==> config.mk <==
export PLATFORM = sky130hd
export DESIGN_NAME = alu_arbiter
export DESIGN_NICKNAME = d
export VERILOG_FILES = /design/src/rtl/alu_arbiter.sv
export SDC_FILE = /design/constraint.sdc
export NUM_CORES = 1
export LEC_CHECK = 0
export ABC_AREA = 1
export CORE_MARGIN = 1
export CORE_UTILIZATION = 40
export CTS_CLUSTER_DIAMETER = 200
export DETAILED_ROUTE_END_ITERATION = 12
export PLACE_DENSITY = 0.82
export SETUP_SLACK_MARGIN = 0.05
export SKIP_LAST_GASP = 1
export SYNTH_ARGS = -nofsm -noshare
export SYNTH_HDL_FRONTEND = slang
export SYNTH_SLANG_ARGS = --single-unit
export TNS_END_PERCENT = 5
==> constraint.sdc <==
create_clock -name clk -period 1.8 [get_ports clk]
set_clock_uncertainty 0.15 [all_clocks]
set_input_delay 0.36 -clock clk [delete_from_list [all_inputs] [get_ports clk]]
set_output_delay 0.36 -clock clk [all_outputs]
set_load 0.05 [all_outputs]
==> src/rtl/alu_arbiter.sv <==
// alu_arbiter: round-robin sequencer sharing one ALU between two requesters.
// Optional ALU_ARB_ZERO_FLAG_EN adds a registered zero flag beside result.
module alu_arbiter #(
  parameter int WIDTH = 9,
  parameter int OP_W  = 3
) (
  input  logic             clk,
  input  logic             reset,
  input  logic             req0,
  input  logic [WIDTH-1:0] a0,
  input  logic [WIDTH-1:0] b0,
  input  logic [OP_W-1:0]  op0,
  input  logic             req1,
  input  logic [WIDTH-1:0] a1,
  input  logic [WIDTH-1:0] b1,
  input  logic [OP_W-1:0]  op1,
  output logic             gnt0,
  output logic             gnt1,
  output logic             done0,
  output logic             done1,
  output logic [WIDTH-1:0] result,
  output logic             busy,
  output logic [WIDTH-1:0] alu_a,
  output logic [WIDTH-1:0] alu_b,
  output logic [OP_W-1:0]  alu_op,
  input  logic [WIDTH-1:0] alu_q
`ifdef ALU_ARB_ZERO_FLAG_EN
  ,
  output logic             zero
`endif
);

  typedef enum logic {
    S_IDLE,
    S_EXEC
  } state_t;

  state_t r_state;
  state_t w_state_nxt;

  logic             r_last;
  logic             r_gnt0;
  logic             r_gnt1;
  logic             r_done0;
  logic             r_done1;
  logic [WIDTH-1:0] r_result;
  logic [WIDTH-1:0] r_alu_a;
  logic [WIDTH-1:0] r_alu_b;
  logic [OP_W-1:0]  r_alu_op;

  logic w_start;
  logic w_sel;
  logic w_exec;

  assign w_exec = (r_state == S_EXEC);

  always_comb begin
    w_state_nxt = r_state;
    w_start     = 1'b0;
    w_sel       = 1'b0;
    unique case (r_state)
      S_IDLE: begin
        if (req0 || req1) begin
          w_start     = 1'b1;
          // on contention the port that did not win last time goes first
          w_sel       = (req0 && req1) ? ~r_last : req1;
          w_state_nxt = S_EXEC;
        end
      end
      S_EXEC:  w_state_nxt = S_IDLE;
      default: w_state_nxt = S_IDLE;
    endcase
  end

  always_ff @(posedge clk or posedge reset) begin
    if (reset) begin
      r_state <= S_IDLE;
    end else begin
      r_state <= w_state_nxt;
    end
  end

  always_ff @(posedge clk or posedge reset) begin
    if (reset) begin
      r_last   <= 1'b1;
      r_gnt0   <= 1'b0;
      r_gnt1   <= 1'b0;
      r_done0  <= 1'b0;
      r_done1  <= 1'b0;
      r_result <= '0;
      r_alu_a  <= '0;
      r_alu_b  <= '0;
      r_alu_op <= '0;
    end else begin
      r_done0 <= 1'b0;
      r_done1 <= 1'b0;
      if (w_start) begin
        r_alu_a  <= w_sel ? a1 : a0;
        r_alu_b  <= w_sel ? b1 : b0;
        r_alu_op <= w_sel ? op1 : op0;
        r_gnt0   <= ~w_sel;
        r_gnt1   <= w_sel;
        r_last   <= w_sel;
      end
      if (w_exec) begin
        r_result <= alu_q;
        r_done0  <= ~r_last;
        r_done1  <= r_last;
        r_gnt0   <= 1'b0;
        r_gnt1   <= 1'b0;
      end
    end
  end

`ifdef ALU_ARB_ZERO_FLAG_EN
  logic r_zero;

  always_ff @(posedge clk or posedge reset) begin
    if (reset) begin
      r_zero <= 1'b1;
    end else if (w_exec) begin
      r_zero <= (alu_q == '0);
    end
  end

  assign zero = r_zero;
`endif

  assign gnt0   = r_gnt0;
  assign gnt1   = r_gnt1;
  assign done0  = r_done0;
  assign done1  = r_done1;
  assign result = r_result;
  assign busy   = w_exec;
  assign alu_a  = r_alu_a;
  assign alu_b  = r_alu_b;
  assign alu_op = r_alu_op;

endmodule

* Word-level counts from Yosys, hierarchy flattened
Cells that the tools add are included.
Cells by class: reduce and logical (&&, ||, !) cells 3, muxes and demuxes 15, bitwise logic cells 3
Operators with widths (number):
- 2-to-1 mux 9 bit | 2
- 2-to-1 mux 1 bit | 11
- 2-to-1 mux 3 bit | 1
- inverter 1 bit | 3
- case mux 1 bit (2 select lines) | 1
- nonzero test 2 bit | 1
- logical AND 1 bit | 1
- logical OR 1 bit | 1
Word-level totals: register bits after elaboration 36, output and inout port bits 35

* Longest topological paths before layout
Gate-level depths: netlist (run 1).
depth after elaboration 7, depth in mapped cells 6, depth with buffers taken out 5

* Worst setup path before layout (run 1)
Ideal clock, no wire load.
path type register -> register, start register r_state (netlist: busy), end register r_alu_a[0] (netlist: alu_a[0]), library setup time 0.118 ns, arrival time 1.273 ns, setup slack 0.260 ns, cell stages (with the launch flop) 6, period minus slack after synthesis 1.540 ns, path through dfrtp_1 -> inv_2 -> clkbuf_1 -> nand4_1 -> nand3_1 -> nand2_1
Between the ends: word-level cells in the longest chain between the ends 2
Ends and longest elaborated chain:
- from (decl) | line 38 | state_t r_state;
- from (signal assigned) | line 79 | r_state <= w_state_nxt;
- 2-to-1 mux 1 bit | line 61 | unique case (r_state)
- 2-to-1 mux 9 bit | line 98 | r_alu_a <= w_sel ? a1 : a0;
- to (signal assigned) | line 98
- to (decl) | line 47 | logic [WIDTH-1:0] r_alu_a;
Parallel ways exist; a longest one is shown, timed or not. A chain may end at the register's enable or synchronous reset.

* Worst setup path after layout (run 1)
start register r_state (netlist: busy), end output port busy
RTL lines:
- to (decl) | line 22 | output logic busy,
No word-level cell between the ends.

==> results of run 1 <==
-- power by group through the flow --
| stage | Clock [mW] | Sequential (mW) | Combinational [mW] |
|---|---|---|---|
| final | 0.554 | 1.06 | 1.33 |
| after global placement | 0 | 1.08 | 1.32 |
| after CTS | 0.571 | 1.06 | 1.34 |
| after global routing | 0.611 | 1.08 | 1.42 |
| after detailed placement | 0 | 1.07 | 1.34 |
| after floorplan | 0 | 1.61 | 0.304 |
-- worst paths after layout --
check                       endpoint  cells past startpoint       from
max in group asynchronous     r_last                      3      reset
min                             gnt1                      3      reset
max                             busy                      2       busy
min in group clk           result[5]                      2  result[5]
min reg2reg                result[5]                      2  result[5]
max reg2reg                 alu_a[0]                      5       busy
-- layout by cell type, fill, tap and decap left out, drive strengths merged --
cell type,Yosys,final
nand2,94,94
inv,50,50
buf,11,46
o21ai,2,2
nand4,21,21
clkdlybuf4s50,0,54
clkinv,0,3
clkbuf,3,5
dfstp,1,1
nand3,23,23
dfrtp,35,35
a21oi,1,1
o22ai,1,1
nor2,1,1
-- routing by layer --
| metal | vias to the layer above | wire [um] |
|---|---|---|
| met2 | 77 | 2270 |
| met3 | 2 | 354 |
| li1 | 925 | - |
| met4 | 0 | 12 |
| met5 | - | 0 |
| met1 | 837 | 2100 |
-- sequential cells by signal, indices dropped and copies added, names as in the netlist --
register	cells
alu_a	9
gnt0	1
alu_b	9
alu_op	3
done0	1
done1	1
r_last	1
result	9
gnt1	1
busy	1
-- cells by family after synthesis --
| family | Yosys count | synth area share (%) |
|---|---|---|
| simple gates | 139 | 33.9 |
| buf+inv | 64 | 14.4 |
| flops | 36 | 50.3 |
| compound gates | 4 | 1.39 |
-- tightest hold or removal path, delay by kind of cell --
| family | cells | cell delay (ns) |
|---|---|---|
| buffers and inverters | 3 | 0.71 |
-- through the flow --
step	hold WS (ns)	instance area, um^2	setup slack (ns)	utilization (%)
2_1_floorplan	0.315	1790	0.260	-
3_3_place_gp	0.306	2710	0.0214	65.4
3_5_place_dp	0.310	2710	0.0354	65.4
4_1_cts	0.288	2800	0.267	67.5
5_1_grt	0.325	2800	0.174	67.5
6_report	0.275	2800	0.276	67.5
-- area by class of cell --
cell class | count | area [um^2]
Timing Repair Buffer | 100 | 923
Multi-Input combinational cell | 143 | 633
Clock inverter | 3 | 18.8
Sequential cell | 36 | 902
Clock buffer | 5 | 68.8
Fill cell | 372 | 1350
Inverter | 50 | 188
Tap cell | 50 | 62.6
==> results.py, run 1 <==
metrics = {
    "synthesis": {
        "synth.distinct_cells": 16,
        "synth-main-ff-cell": "dfrtp_1",
        "ys_warn_count": 0,
        "syn_area_um2": 1790,
        "ys_ff_latch": 36,
        "syn_nets": 298,
        "synth_edf_count": 0,
        "synth.top_cell.area_share_pct": 48.8,
        "synth_common_cells": "nand2_1, inv_1, dfrtp_1, nand3_1, nand4_1",
        "async_reset_ff_share_pct": 100,
        "synth_largest_area_cell": "dfrtp_1",
        "syn_area_per_cell_um2": 7.38,
        "netlist_instances": 243,
        "synthTopCellsByArea": "dfrtp_1, nand2_1, inv_1",
        "yosysMostFrequentCell": "nand2_1",
        "seq_area_frac_synth_pct": 50.3,
    },
    "detailed_routing": {
        "avgRoutedWirePerCell_um": 12.3,
        "via_per_inst": 4.76,
        "first_pass_iters": 4,
        "vias": 1841,
        "drc": 0,
        "wl_mm": 4.74,
        "drt_iter0_drc": 146,
        "postRouteAntennaNets": 0,
    },
    "clock_tree": {
        "cts_setup_buffers": 0,
        "insertion_delay_ns": 0.28,
        "clock_path_buffers": 2,
        "cts-root-buf": "clkbuf_8",
        "cts_resized": 0,
        "ctsHoldBuffers": 0,
        "htree_levels": 2,
        "clock_sinks": 36,
        "cts_tree": "done",
        "cts_buffers": 5,
        "path_clk_slew_ns": 0.08,
    },
    "global_route": {
        "grt_max_degree": 37,
        "busiest_layer": "met2",
        "grt_use_met3_pct": 5.92,
        "grt-ovfl-total": 0,
        "grt_pass1_vias": 1595,
        "grtUsageMet1_pct": 30.7,
        "grt_use_met2_pct": 32.9,
        "grt_pass1_wl_mm": 7.62,
        "grt_use_total_pct": 21.9,
        "grt_antenna_before_repair": 0,
    },
    "setup_path": {
        "path_delay_family": "flip-flops",
        "reg2reg_slack_ns": 0.30,
        "worst-path-buf-inv": 2,
        "start_kind": "flop",
        "critPathSlowestCell": "dfrtp_1",
        "cp_cell_sequence": "buf_4 > buf_12",
        "slowest_delay_ns": 0.39,
        "critPathArrivalTime_ns": 1.01,
        "worstPathMaxFanout": 11,
        "critPathRequiredTime_ns": 1.29,
        "setup.worst_path.end_class": "output port",
        "criticalPathCategory": "reg -> out",
    },
    "power_and_ir_drop": {
        "internal-power_mw": 1.69,
        "clockPowerShare_pct": 18.8,
        "cellPowerDensity_nw_per_um2": 1060,
        "power.switching_mw": 1.27,
        "pwr-share-seq_pct": 36.1,
        "peakVddDrop_mv": 0.580,
        "leakage_nw": 1.57,
        "finalPower_mw": 2.95,
        "swShare_pct": 42.9,
        "comb_power_share_pct": 45.2,
    },
    "timing": {
        "drv_slew": 0,
        "slew_headroom_pct": 74.3,
        "setup_violations": 0,
        "rsz0062_at_grt": "no",
        "setup-tns-final_ns": 0,
        "fin_crit_sh_pct": 84.7,
        "fmax_mhz": 656,
        "hold_violations": 0,
        "period_minus_slack_ns": 1.52,
        "worst_pin_slew_ns": 0.385,
    },
    "floorplan": {
        "die_w_um": 69.0,
        "fp.dieH_um": 69.0,
        "io_pins": 90,
        "start_util_pct": 43.3,
        "row_count": 23,
        "coreArea_um2": 4140,
        "fp.dieArea_um2": 4760,
    },
    "cells_and_area": {
        "area_growth_pct": 55.9,
        "drive_gt1_share_pct": 17.5,
        "diodes": 0,
        "final_cells": 387,
        "nets": 391,
    },
    "outcome": {
        "status": "finished clean",
    },
    "run": {
        "cap_violations": 0,
    },
    "placed_design": {
        "dp.cells": 379,
        "io_buffers": 89,
        "post-dp-hpwl_mm": 3.38,
        "gp_congestion": 0.764,
    },
    "hold_path": {
        "min_path_type": "in -> async",
    },
}
Note: power is estimated with default switching activity, not from simulation.
==> run 2: changes to the inputs <==
- clock period: 1.8 -> 1.59 ns (I/O delays scaled with it)
==> run 2 against run 1 <==
Compared with the run above: via count grew 0.98%; global-route usage is essentially flat; power up 32%; worst hold slack got worse by 0.044 ns; die area did not move; clock power rose by 18%; core utilization rose by 11 points; non-clock buffer count grew 4; setup slack worse by 0.16 ns; cell count up 1.0%.
==> results.py, run 2 (same netlist as run 1, synthesis figures left out) <==
metrics = {
    "outcome": {
        "status": "finished clean",
    },
    "hold_path": {
        "min_path_type": "in -> async",
    },
    "timing": {
        "setup-tns-final_ns": 0,
        "worst_pin_slew_ns": 0.223,
        "rsz0062_at_grt": "no",
        "period_minus_slack_ns": 1.47,
        "slew_headroom_pct": 85.1,
        "drv_slew": 0,
        "hold_violations": 0,
        "fin_crit_sh_pct": 92.8,
        "setup_violations": 0,
        "fmax_mhz": 678,
    },
    "detailed_routing": {
        "drc": 0,
        "first_pass_iters": 4,
        "met1_length_mm": 2.07,
        "highest_layer": "met3",
        "avgRoutedWirePerCell_um": 12.8,
        "wl_mm": 5.01,
        "wl_met2_mm": 2.46,
        "via_per_inst": 4.75,
        "drt_iter0_drc": 184,
        "met3_length_um": 472,
        "vias": 1859,
        "postRouteAntennaNets": 0,
    },
    "global_route": {
        "grt_antenna_before_repair": 0,
        "grt_use_total_pct": 21.9,
        "grt_pass1_wl_mm": 7.74,
        "grt-ovfl-total": 0,
        "grt_pass1_vias": 1775,
        "grt_max_degree": 37,
    },
    "clock_tree": {
        "cts_tree": "done",
        "cts_setup_buffers": 0,
        "clock_sinks": 36,
        "cts-root-buf": "clkbuf_8",
        "clock_path_buffers": 2,
        "insertion_delay_ns": 0.28,
        "htree_levels": 2,
        "cts_buffers": 5,
        "ctsHoldBuffers": 0,
        "path_clk_slew_ns": 0.07,
    },
    "setup_path": {
        "criticalPathCategory": "reg -> out",
        "worstPathMaxFanout": 11,
        "setup.worst_path.end_class": "output port",
        "critPathRequiredTime_ns": 1.12,
        "start_kind": "flop",
        "critPathArrivalTime_ns": 1.01,
    },
    "cells_and_area": {
        "mostFrequentLayoutCell": "nand2_1",
        "drive_gt1_share_pct": 17.9,
        "area_growth_pct": 80.8,
        "nets": 395,
        "multi_input_area_um2": 633,
        "diodes": 0,
        "n_fill_cell": 283,
        "area.sequential_um2": 902,
        "post-route-util_pct": 78.3,
        "layout_common_cells": "nand2_1, clkdlybuf4s50_1, inv_1",
    },
    "power_and_ir_drop": {
        "cellPowerDensity_nw_per_um2": 1200,
        "leakage_nw": 1.72,
        "finalPower_mw": 3.90,
        "peakVddDrop_mv": 0.789,
    },
    "placed_design": {
        "post-dp-hpwl_mm": 3.82,
        "io_buffers": 89,
        "gp_congestion": 0.770,
    },
    "floorplan": {
        "fp.dieH_um": 69.0,
        "row_count": 23,
        "fp.dieArea_um2": 4760,
        "coreArea_um2": 4140,
        "start_util_pct": 43.3,
        "die_w_um": 69.0,
        "io_pins": 90,
    },
    "run": {
        "cap_violations": 0,
    },
}
[run 2: critical path, stage by stage, from the launching register on]
cell	delay, ns
dfrtp_1	0.39
buf_4	0.19
buf_12	0.15
[run 2: metal layers]
layer | vias to the layer above | global-route usage, %
met5 | - | 0
li1 | 936 | -
met3 | 0 | 5.76
met2 | 79 | 37.0
met1 | 844 | 28.1
met4 | 0 | 4.59
[run 2: area by class of cell]
type                       count  area share [%]
inverter                      50            5.86
tap                           50            1.93
multi-input combinational    143            19.5
timing repair buffer         104            42.1
sequential                    36            27.8
clock buffer                   8            2.78
[run 2: power breakdown]
group          switching, mW  internal (mW)
clock                  0.300          0.353
sequential             0.204           1.10
combinational           1.01          0.931
[run 2: metrics by stage]
| step | instance area (um^2) | cells | worst slack, ns | hold slack (ns) |
|---|---|---|---|---|
| floorplan | 1800 | 243 | 0.0831 | 0.281 |
| global placement | 3150 | 383 | -0.102 | 0.332 |
| detailed placement | 3150 | 383 | -0.178 | 0.355 |
| CTS | 3240 | 391 | 0.101 | 0.236 |
| global route | 3240 | 391 | 0.0798 | 0.267 |
| finish | 3240 | 391 | 0.115 | 0.231 |
[run 2: final timing paths]
kind,endpoint,from,cells after the start,slack (ns)
worst max-delay path,busy,busy,2,0.12
worst min-delay path,alu_a[1],reset,3,0.23
worst max register to register,alu_b[7],r_last,6,0.20
worst min register to register,r_last,r_last,2,0.36
max in group asynchronous,r_last,reset,3,0.80
min in group clk,r_last,r_last,2,0.36
[run 2: timing repair]
item                       CTS  global route
setup endpoints to repair    0             9
gates resized for setup      0             2
hold endpoints to repair     0             0
==> run 3: changes to the inputs <==
- CORE_MARGIN: 1 -> 1.5
- CORE_UTILIZATION: 40 -> 43
- PLACE_DENSITY: 0.82 -> 0.87
- clock period: 1.59 -> 1.8 ns (I/O delays scaled with it)
==> run 3 against run 2 <==
Compared with the run above: setup slack improved by 0.15 ns; largest cell class unchanged; global-route usage grew 0.18 points; highest routed layer is now met4; via count grew 1.1%; core utilization shrank 7.4 points; power shrank 21%; wire length fell by 5.8%.
==> results.py, run 3 (same netlist as run 1, synthesis figures left out) <==
metrics = {
    "floorplan": {
        "io_pins": 90,
        "coreArea_um2": 4000,
        "die_w_um": 67.6,
        "fp.dieArea_um2": 4570,
        "row_count": 23,
        "fp.dieH_um": 67.6,
        "start_util_pct": 44.9,
    },
    "setup_path": {
        "cp_cell_sequence": "clkdlybuf4s50_1 > nand2_1 > nand3_2 > buf_4 > nand2_1 > nand3_1 > nand2_1",
        "critPathRequiredTime_ns": 1.81,
        "critPathArrivalTime_ns": 1.55,
        "critPathSlowestCell": "clkdlybuf4s50_1",
        "setup.worst_path.end_class": "flop",
        "worstPathMaxFanout": 7,
        "criticalPathCategory": "in -> reg",
        "worst-path-buf-inv": 2,
        "path_delay_family": "buffers and inverters",
        "start_kind": "primary input",
        "slowest_delay_ns": 0.54,
        "cpMostUsedCell": "nand2_1",
    },
    "cells_and_area": {
        "diodes": 0,
        "post-route-util_pct": 70.9,
        "area_growth_pct": 58.1,
        "mostFrequentLayoutCell": "nand2_1",
        "final_cells": 388,
        "nets": 392,
        "multi_input_area_um2": 633,
        "finalInstanceArea_um2": 2840,
        "drive_gt1_share_pct": 17.5,
        "n_fill_cell": 321,
        "layout_common_cells": "nand2_1, clkdlybuf4s50_1, inv_1",
        "area.sequential_um2": 902,
    },
    "clock_tree": {
        "clock_sinks": 36,
        "ctsHoldBuffers": 0,
        "cts-root-buf": "clkbuf_8",
        "clock_path_buffers": 2,
        "cts_buffers": 5,
        "cts_resized": 0,
        "htree_levels": 2,
        "insertion_delay_ns": 0.28,
        "cts_tree": "done",
        "path_clk_slew_ns": 0.07,
        "cts_setup_buffers": 0,
    },
    "detailed_routing": {
        "drt_iter0_drc": 114,
        "via_per_inst": 4.85,
        "drc": 0,
        "vias": 1880,
        "first_pass_iters": 4,
        "avgRoutedWirePerCell_um": 12.2,
        "postRouteAntennaNets": 0,
        "wl_mm": 4.72,
    },
    "placed_design": {
        "gp_congestion": 0.781,
        "dp.cells": 380,
        "io_buffers": 89,
        "post-dp-hpwl_mm": 3.50,
        "placed_cell_area_um2": 2730,
    },
    "timing": {
        "slew_headroom_pct": 76.4,
        "hold_violations": 0,
        "fin_crit_sh_pct": 85.5,
        "fmax_mhz": 650,
        "rsz0062_at_grt": "no",
        "drv_slew": 0,
        "setup_violations": 0,
        "whs_ns": 0.293,
        "period_minus_slack_ns": 1.54,
        "worst_pin_slew_ns": 0.354,
    },
    "power_and_ir_drop": {
        "leakage_nw": 1.58,
        "peakVddDrop_mv": 0.730,
        "cellPowerDensity_nw_per_um2": 1090,
        "finalPower_mw": 3.08,
    },
    "global_route": {
        "grt_pass1_wl_mm": 7.69,
        "grt_antenna_before_repair": 0,
        "grt_pass1_vias": 1747,
        "grt-ovfl-total": 0,
        "grt_use_total_pct": 22.1,
        "grt_max_degree": 37,
    },
    "outcome": {
        "status": "finished clean",
    },
    "run": {
        "cap_violations": 0,
    },
    "hold_path": {
        "min_path_type": "in -> async",
    },
}
==> run 3: cell types whose count changed in the layout (fill, tap and decap cells not counted) <==
cell	delta
buf_4	+29
inv_4	-1
clkbuf_8	-1
clkbuf_1	-1
inv_2	+1
clkinv_2	+1
bufinv_16	+1
buf_12	-32
==> run 3: area by class of cell <==
cell class                      instances  share of cell area [%]
Tap cell                               50                    2.21
Clock inverter                          2                    1.24
Clock buffer                            6                    2.56
Timing Repair Buffer                  101                    33.3
Multi-Input combinational cell        143                    22.3
Inverter                               50                    6.62
Sequential cell                        36                    31.8
==> run 3: metrics by stage <==
step           setup slack, ns  setup TNS [ns]
6_report                 0.262               0
3_5_place_dp           -0.0179          -0.100
5_1_grt                  0.126               0
2_1_floorplan            0.260               0
3_3_place_gp            0.0108               0
4_1_cts                  0.251               0
==> run 3: power by group <==
group          switching [mW]  internal, mW  leakage (nW)
clock                   0.266         0.411        0.0552
sequential             0.0970         0.970         0.438
combinational           0.885         0.453          1.09
total                    1.25          1.83          1.58
==> run 3: final timing paths <==
kind                       startpoint         to  slack [ns]  cells after the start
min in group clk            result[0]  result[0]        0.32                      2
hold reg to reg             result[0]  result[0]        0.32                      2
setup / recovery                 req0   alu_b[7]        0.26                      7
hold / removal                  reset   alu_a[1]        0.29                      3
max in group asynchronous       reset     r_last        0.95                      3
setup reg to reg               r_last   alu_b[7]        0.34                      6
==> run 3: metal layers <==
layer | vias up | GRT usage (%) | part of all wire (%)
li1 | 931 | - | -
met1 | 871 | 28.9 | 42
met2 | 70 | 36.6 | 50
met3 | 8 | 4.50 | 6.2
met4 | 0 | 7.14 | 1.3
met5 | - | 0 | 0
==> run 3: worst min-delay path: stages <==
cell	delay (ns)
clkdlybuf4s50_1	0.40
inv_1	0.10
buf_12	0.22
